File: config.mk
export PLATFORM = sky130hd
export DESIGN_NAME = pipeline_hazard_ctrl_flat
export DESIGN_NICKNAME = d
export VERILOG_FILES = /design/src/rtl/pipeline_hazard_ctrl_if.sv /design/src/rtl/pipeline_hazard_ctrl.sv /design/src/flat_wrapper.sv
export SDC_FILE = /design/constraint.sdc
export NUM_CORES = 1
export LEC_CHECK = 0
export CORE_AREA = 5 5 64 66
export DETAILED_ROUTE_END_ITERATION = 7
export DIE_AREA = 0 0 69 71
export PLACE_DENSITY = 0.83
export SYNTH_ARGS = -nofsm -noshare
export SYNTH_HDL_FRONTEND = slang
export SYNTH_SLANG_ARGS = --single-unit
File: constraint.sdc
create_clock -name clk -period 4.9 [get_ports clk]
set_clock_uncertainty 0.05 [all_clocks]
set_input_delay 0.98 -clock clk [delete_from_list [all_inputs] [get_ports clk]]
set_output_delay 0.98 -clock clk [all_outputs]
set_load 0.02 [all_outputs]
File: src/rtl/pipeline_hazard_ctrl_if.sv
// rtl/pipeline_hazard_ctrl_if.sv - hazard controller port bundle
interface pipeline_hazard_ctrl_if;
    logic [6:0]  dec_opcode;
    logic [4:0]  dec_rs1;
    logic [4:0]  dec_rs2;
    logic [6:0]  ex_opcode;
    logic [4:0]  ex_rd;
    logic        branch_taken;
    logic        mem_req;
    logic        mem_ready;
    logic        perf_clr;
    logic        stall_fetch;
    logic        flush_fetch;
    logic        stall_dec;
    logic        nop_dec;
    logic [15:0] lost_cycles;
    logic        flushing;

    modport master (
        output dec_opcode, dec_rs1, dec_rs2, ex_opcode, ex_rd,
        output branch_taken, mem_req, mem_ready, perf_clr,
        input  stall_fetch, flush_fetch, stall_dec, nop_dec, lost_cycles, flushing
    );

    modport slave (
        input  dec_opcode, dec_rs1, dec_rs2, ex_opcode, ex_rd,
        input  branch_taken, mem_req, mem_ready, perf_clr,
        output stall_fetch, flush_fetch, stall_dec, nop_dec, lost_cycles, flushing
    );
endinterface

File: src/rtl/pipeline_hazard_ctrl.sv
// rtl/pipeline_hazard_ctrl.sv - load-use stall, redirect flush and memory freeze controller
module pipeline_hazard_ctrl #(
    parameter int unsigned FLUSH_CYCLES = 2,
    parameter logic [6:0]  LOAD_OPCODE  = 7'b0000011
) (
    input  logic                   clk,
    input  logic                   rst,
    pipeline_hazard_ctrl_if.slave  hz
);
    typedef enum logic {RUN, FLUSH} state_t;

    localparam logic [3:0] FCNT_LOAD = 4'(FLUSH_CYCLES - 1);

    state_t      state;
    logic [3:0]  fcnt;
    logic [15:0] lost_q;
    logic        frz;
    logic        redirect;
    logic        uses_rs1;
    logic        uses_rs2;
    logic        load_use;

    always_comb begin
        frz      = hz.mem_req & ~hz.mem_ready;
        redirect = hz.branch_taken & ~frz;
        uses_rs1 = !(hz.dec_opcode == 7'b0110111 || hz.dec_opcode == 7'b0010111 ||
                     hz.dec_opcode == 7'b1101111);
        uses_rs2 = (hz.dec_opcode == 7'b0110011 || hz.dec_opcode == 7'b0100011 ||
                    hz.dec_opcode == 7'b1100011);
        load_use = (state == RUN) && !redirect && !frz &&
                   (hz.ex_opcode == LOAD_OPCODE) && (hz.ex_rd != 5'd0) &&
                   (((hz.ex_rd == hz.dec_rs1) && uses_rs1) ||
                    ((hz.ex_rd == hz.dec_rs2) && uses_rs2));
    end

    // Priority: reset fill, memory freeze, redirect, flush train, load-use bubble.
    always_comb begin
        hz.stall_fetch = 1'b0;
        hz.flush_fetch = 1'b0;
        hz.stall_dec   = 1'b0;
        hz.nop_dec     = 1'b0;
        if (rst) begin
            hz.stall_fetch = 1'b1;
            hz.flush_fetch = 1'b1;
            hz.nop_dec     = 1'b1;
        end else if (frz) begin
            hz.stall_fetch = 1'b1;
            hz.stall_dec   = 1'b1;
        end else if (redirect || state == FLUSH) begin
            hz.flush_fetch = 1'b1;
            hz.nop_dec     = 1'b1;
        end else if (load_use) begin
            hz.stall_fetch = 1'b1;
            hz.nop_dec     = 1'b1;
        end
    end

    assign hz.flushing    = (state == FLUSH) && !rst;
    assign hz.lost_cycles = lost_q;

    always_ff @(posedge clk or posedge rst) begin
        if (rst) begin
            state  <= RUN;
            fcnt   <= 4'd0;
            lost_q <= 16'd0;
        end else begin
            if (!frz) begin
                if (redirect) begin
                    if (FLUSH_CYCLES > 1) begin
                        state <= FLUSH;
                        fcnt  <= FCNT_LOAD;
                    end else begin
                        state <= RUN;
                        fcnt  <= 4'd0;
                    end
                end else if (state == FLUSH) begin
                    fcnt <= fcnt - 4'd1;
                    if (fcnt <= 4'd1) begin
                        state <= RUN;
                    end
                end
            end
            if (hz.perf_clr) begin
                lost_q <= 16'd0;
            end else if ((hz.stall_fetch || hz.nop_dec) && lost_q != 16'hFFFF) begin
                lost_q <= lost_q + 16'd1;
            end
        end
    end
endmodule

File: src/flat_wrapper.sv
// flat-port wrapper written by rule: the top's interface ports become plain ports
module pipeline_hazard_ctrl_flat 
#(
    parameter int unsigned FLUSH_CYCLES = 2,
    parameter logic [6:0]  LOAD_OPCODE  = 7'b0000011
)
  (clk, rst, hz_dec_opcode, hz_dec_rs1, hz_dec_rs2, hz_ex_opcode, hz_ex_rd, hz_branch_taken, hz_mem_req, hz_mem_ready, hz_perf_clr, hz_stall_fetch, hz_flush_fetch, hz_stall_dec, hz_nop_dec, hz_lost_cycles, hz_flushing);
  pipeline_hazard_ctrl_if hz_i ();
  input  logic clk;
  input  logic rst;
  input wire logic [$bits(hz_i.dec_opcode)-1:0] hz_dec_opcode;
  input wire logic [$bits(hz_i.dec_rs1)-1:0] hz_dec_rs1;
  input wire logic [$bits(hz_i.dec_rs2)-1:0] hz_dec_rs2;
  input wire logic [$bits(hz_i.ex_opcode)-1:0] hz_ex_opcode;
  input wire logic [$bits(hz_i.ex_rd)-1:0] hz_ex_rd;
  input wire logic [$bits(hz_i.branch_taken)-1:0] hz_branch_taken;
  input wire logic [$bits(hz_i.mem_req)-1:0] hz_mem_req;
  input wire logic [$bits(hz_i.mem_ready)-1:0] hz_mem_ready;
  input wire logic [$bits(hz_i.perf_clr)-1:0] hz_perf_clr;
  output wire logic [$bits(hz_i.stall_fetch)-1:0] hz_stall_fetch;
  output wire logic [$bits(hz_i.flush_fetch)-1:0] hz_flush_fetch;
  output wire logic [$bits(hz_i.stall_dec)-1:0] hz_stall_dec;
  output wire logic [$bits(hz_i.nop_dec)-1:0] hz_nop_dec;
  output wire logic [$bits(hz_i.lost_cycles)-1:0] hz_lost_cycles;
  output wire logic [$bits(hz_i.flushing)-1:0] hz_flushing;
  assign hz_i.dec_opcode = hz_dec_opcode;
  assign hz_i.dec_rs1 = hz_dec_rs1;
  assign hz_i.dec_rs2 = hz_dec_rs2;
  assign hz_i.ex_opcode = hz_ex_opcode;
  assign hz_i.ex_rd = hz_ex_rd;
  assign hz_i.branch_taken = hz_branch_taken;
  assign hz_i.mem_req = hz_mem_req;
  assign hz_i.mem_ready = hz_mem_ready;
  assign hz_i.perf_clr = hz_perf_clr;
  assign hz_stall_fetch = hz_i.stall_fetch;
  assign hz_flush_fetch = hz_i.flush_fetch;
  assign hz_stall_dec = hz_i.stall_dec;
  assign hz_nop_dec = hz_i.nop_dec;
  assign hz_lost_cycles = hz_i.lost_cycles;
  assign hz_flushing = hz_i.flushing;
  pipeline_hazard_ctrl #(.FLUSH_CYCLES(FLUSH_CYCLES), .LOAD_OPCODE(LOAD_OPCODE)) u_core (.clk(clk), .rst(rst), .hz(hz_i));
endmodule
==> results of run 1 <==
flip-flops by register name (all words and copies together), names as in the netlist:
| register | cells |
|---|---|
| u_core.hz.lost_cycles | 16 |
| u_core.fcnt | 4 |
| u_core.state | 1 |
layer usage:
metal | track usage, % | vias to the layer above | wire (um)
met1 | 19.58 | 696 | 1687
li1 | - | 762 | -
met5 | 0 | - | 0
met4 | 5.640 | 0 | 29
met2 | 27.65 | 26 | 2021
met3 | 3.693 | 4 | 102
placed cells by master, fill, tap and decap left out, types with 2 or more instances in the layout:
| cell type | count |
|---|---|
| a21oi_1 | 5 |
| and2_1 | 2 |
| nand3_1 | 8 |
| nor2b_1 | 15 |
| a211oi_1 | 2 |
| and3_1 | 5 |
| a21o_1 | 2 |
| clkdlybuf4s50_1 | 55 |
| a211oi_2 | 8 |
| o211ai_1 | 3 |
| clkbuf_4 | 3 |
| xor2_1 | 5 |
| xnor2_1 | 5 |
| nor3_1 | 6 |
| nand4_1 | 5 |
| and4_1 | 4 |
| mux2_2 | 4 |
| mux2_1 | 9 |
| inv_1 | 5 |
| dfrtp_1 | 21 |
| nor2_1 | 19 |
| ha_1 | 3 |
| o21ai_0 | 10 |
| nand2_1 | 16 |
kinds of logic (layout without fill, tap and decap cells):
family / count (synthesis) / after routing / synth area share (%)
flip-flops: 21 / 21 / 32.66
adder cells (fa/ha/maj): 3 / 3 / 2.333
buffers and inverters: 13 / 65 / 3.577
AO/OA/AOI/OAI: 35 / 35 / 18.35
multiplexers: 13 / 13 / 9.098
XOR/XNOR: 10 / 10 / 5.443
AND/OR/NAND/NOR: 87 / 87 / 28.54
final cells by class:
class                      count  area share (%)
tap                           48           2.707
sequential                    21           23.69
clock buffer                   3           1.015
inverter                       5          0.8460
clock inverter                 1          0.3384
timing repair buffer          56           25.16
multi-input combinational    148           46.25
cell usage after synthesis:
library cell	n
nand3_1	8
and2_1	2
o31ai_1	1
a211oi_1	2
nor2_1	19
clkbuf_1	6
ha_1	3
buf_6	1
and3_1	5
dfrtp_1	21
or4_1	1
and4_1	4
a2111oi_4	1
o21ai_0	10
buf_2	1
xnor2_1	5
o2111ai_1	1
and2_0	1
nor3b_1	1
xor2_1	5
nand2b_1	1
a211oi_2	8
o211ai_1	3
nand4_1	5
inv_1	5
or3_1	1
nand2_1	16
a21o_1	2
mux2_1	9
nor3_1	6
nor4b_1	1
or4_4	1
a21o_4	1
mux2_2	4
a21oi_1	5
a22o_1	1
nor2b_1	15
report_power, final:
group	total [mW]	internal [mW]	switching, mW
Clock	0.0897	0.0312	0.0585
Combinational	0.171	0.0878	0.0827
Sequential	0.228	0.198	0.0303
worst max-delay path: cells and delay by family:
family,cells,cell delay (ns)
compound gates,2,0.50
xor+xnor,1,0.13
buf+inv,2,1.13
simple gates,3,0.71
how the worst max path moves through the flow:
stage	from	endpoint	slack (ns)
after floorplan	hz_ex_rd[1]	hz_nop_dec	1.42
after global placement	hz_ex_rd[1]	hz_nop_dec	0.43
after detailed placement	hz_ex_rd[1]	hz_nop_dec	0.39
after CTS	hz_ex_rd[1]	hz_nop_dec	0.39
after global routing	hz_ex_rd[1]	hz_nop_dec	0.29
final	hz_ex_rd[1]	hz_nop_dec	0.41
==> reports/metrics.csv, run 1 <==
stage,metric,value,unit
status,status,"complete, no violations",
final_layout,post-route-util,62.96,%
sta,relSlewSlack,33.42,%
sta,setup_tns,0,ns
final_layout,fin_cells,282,
setup_path,end_kind,output pin,
setup_path,path_class,input port to output pin,
min_path,hold_path.class,flip-flop to flip-flop,
min_path,hold_end,u_core.fcnt[1]$_DFFE_PP0P_,
yosys,yosysSeqAreaShare,32.66,%
clock_tree,post_cts_buffers,0,
power,vdd_drop_max,197.9,uV
setup_path,r2r_end,u_core.hz.lost_cycles[8]$_DFFE_PP0P_,
floorplan,fp-row-count,22,
clock_tree,cts.clk_slew.worst_paths,0.12,ns
global_routing,antenna_found_initial,0,
flow_run,maxCapViolCount,0,
floorplan,core,3523,um2
route,drc,0,
floorplan,die_w,69,um
route,viasPerCell,5.277,
sta,period_minus_slack,4.491,ns
route,dr.pass1.iters,4,
route,detail-route-antenna-nets,0,
yosys,synth_area_leaders,"dfrtp_1 33%, mux2_1 6.3%, a211oi_2 6.2%, nor2b_1 5.8%, nor2_1 4.4%",
global_routing,grt_pass1_wl,6589,um
clock_tree,cts_max_level,1,
yosys,ys_ff_latch,21,
placed_design,dp_hpwl,3041,um
final_layout,drive_above_1_share,8.547,%
final_layout,regArea,525.5,um2
sta,rsz0062_at_grt,no,
clock_tree,clk_latency,0.32,ns
final_layout,n_antenna_cell,0,
global_routing,grt_pass1_vias,1464,
final_layout,final_cell_area,2218,um2
global_routing,grt-ovfl-total,0,
floorplan,die_h,71,um
final_layout,multiInputGateArea,1026,um2
yosys,syn_nets,220,
sta,finalHoldViolCount,0,
sta,worstMarginPinSlew,0.9955,ns
clock_tree,clockBufferDepth,2,
placed_design,place_ws,0.3949,ns
clock_tree,cts_resized,0,
setup_path,max_stage_delay,0.60,ns
clock_tree,cts.sinks,21,
clock_tree,hold_buffers,0,
setup_path,crit_path_max_fanout,13,
sta,period_share,91.65,%
setup_path,reg2reg_depth,6,
min_path,hold_depth,2,
sta,slew_viol_final,0,
yosys,netlist_instances,182,
setup_path,timing.critical_path.mode_cell,clkdlybuf4s50_1,
yosys,yosysWarnings,0,
clock_tree,cts_buffers,3,
final_layout,fillers,334,
route,drtIter0Drc,27,
sta,fin_ws,0.4091,ns
sta,max_clock_freq,0.2227,GHz
setup_path,arrival,3.46,ns
power,power.leakage,0.8957,nW
power,finalPower,488.1,uW
route,vias,1488,
setup_path,cp_slowest_cell,clkdlybuf4s50_1,
setup_path,crit_required,3.87,ns
clock_tree,cts_tree,built,
placed_design,io_buffers,55,
power,powerDensity,220.0,nW/um2
final_layout,area_growth,37.87,%
setup_path,regToRegSetupSlack,2.39,ns
global_routing,grt_usage,16.02,%
route,avgRoutedWirePerCell,13.62,um
final_layout,nets,273,
yosys,post-synth-top-area-fraction,32.66,%
placed_design,numPlacedInstances,278,
clock_tree,root_buffer,clkbuf_4,
sta,setup_violations,0,
yosys,avgSynthCellArea,8.841,um2
setup_path,regToRegStartpoint,u_core.hz.lost_cycles[3]$_DFFE_PP0P_,
placed_design,gp_congestion,0.8247,
sta,whs,0.4826,ns
setup_path,cp_cell_sequence,clkdlybuf4s50_1 > xnor2_1 > nand3_1 > or4_4 > a21o_4 > a21o_1 > nand2_1 > clkdlybuf4s50_1,
floorplan,io-pin-count,56,
route,drt-total-wl,3841,um
yosys,synth_area,1609,um2
floorplan,dieArea,4899,um2
yosys,synth_largest_area_cell,dfrtp_1,
global_routing,grt_max_degree,30,
min_path,hp-start,u_core.fcnt[1]$_DFFE_PP0P_,
yosys,ys_types,37,
placed_design,placed_area,2188,um2
floorplan,start_util,45.67,%
setup_path,cp-start-kind,input port,
Note: power is estimated with default switching activity, not from simulation.
==> inputs of run 2 (changes only) <==
Settings changed: SKIP_LAST_GASP set to 1.
==> results of run 2 <==
No change in the layout: final DEF, timing and power equal those of run 1.
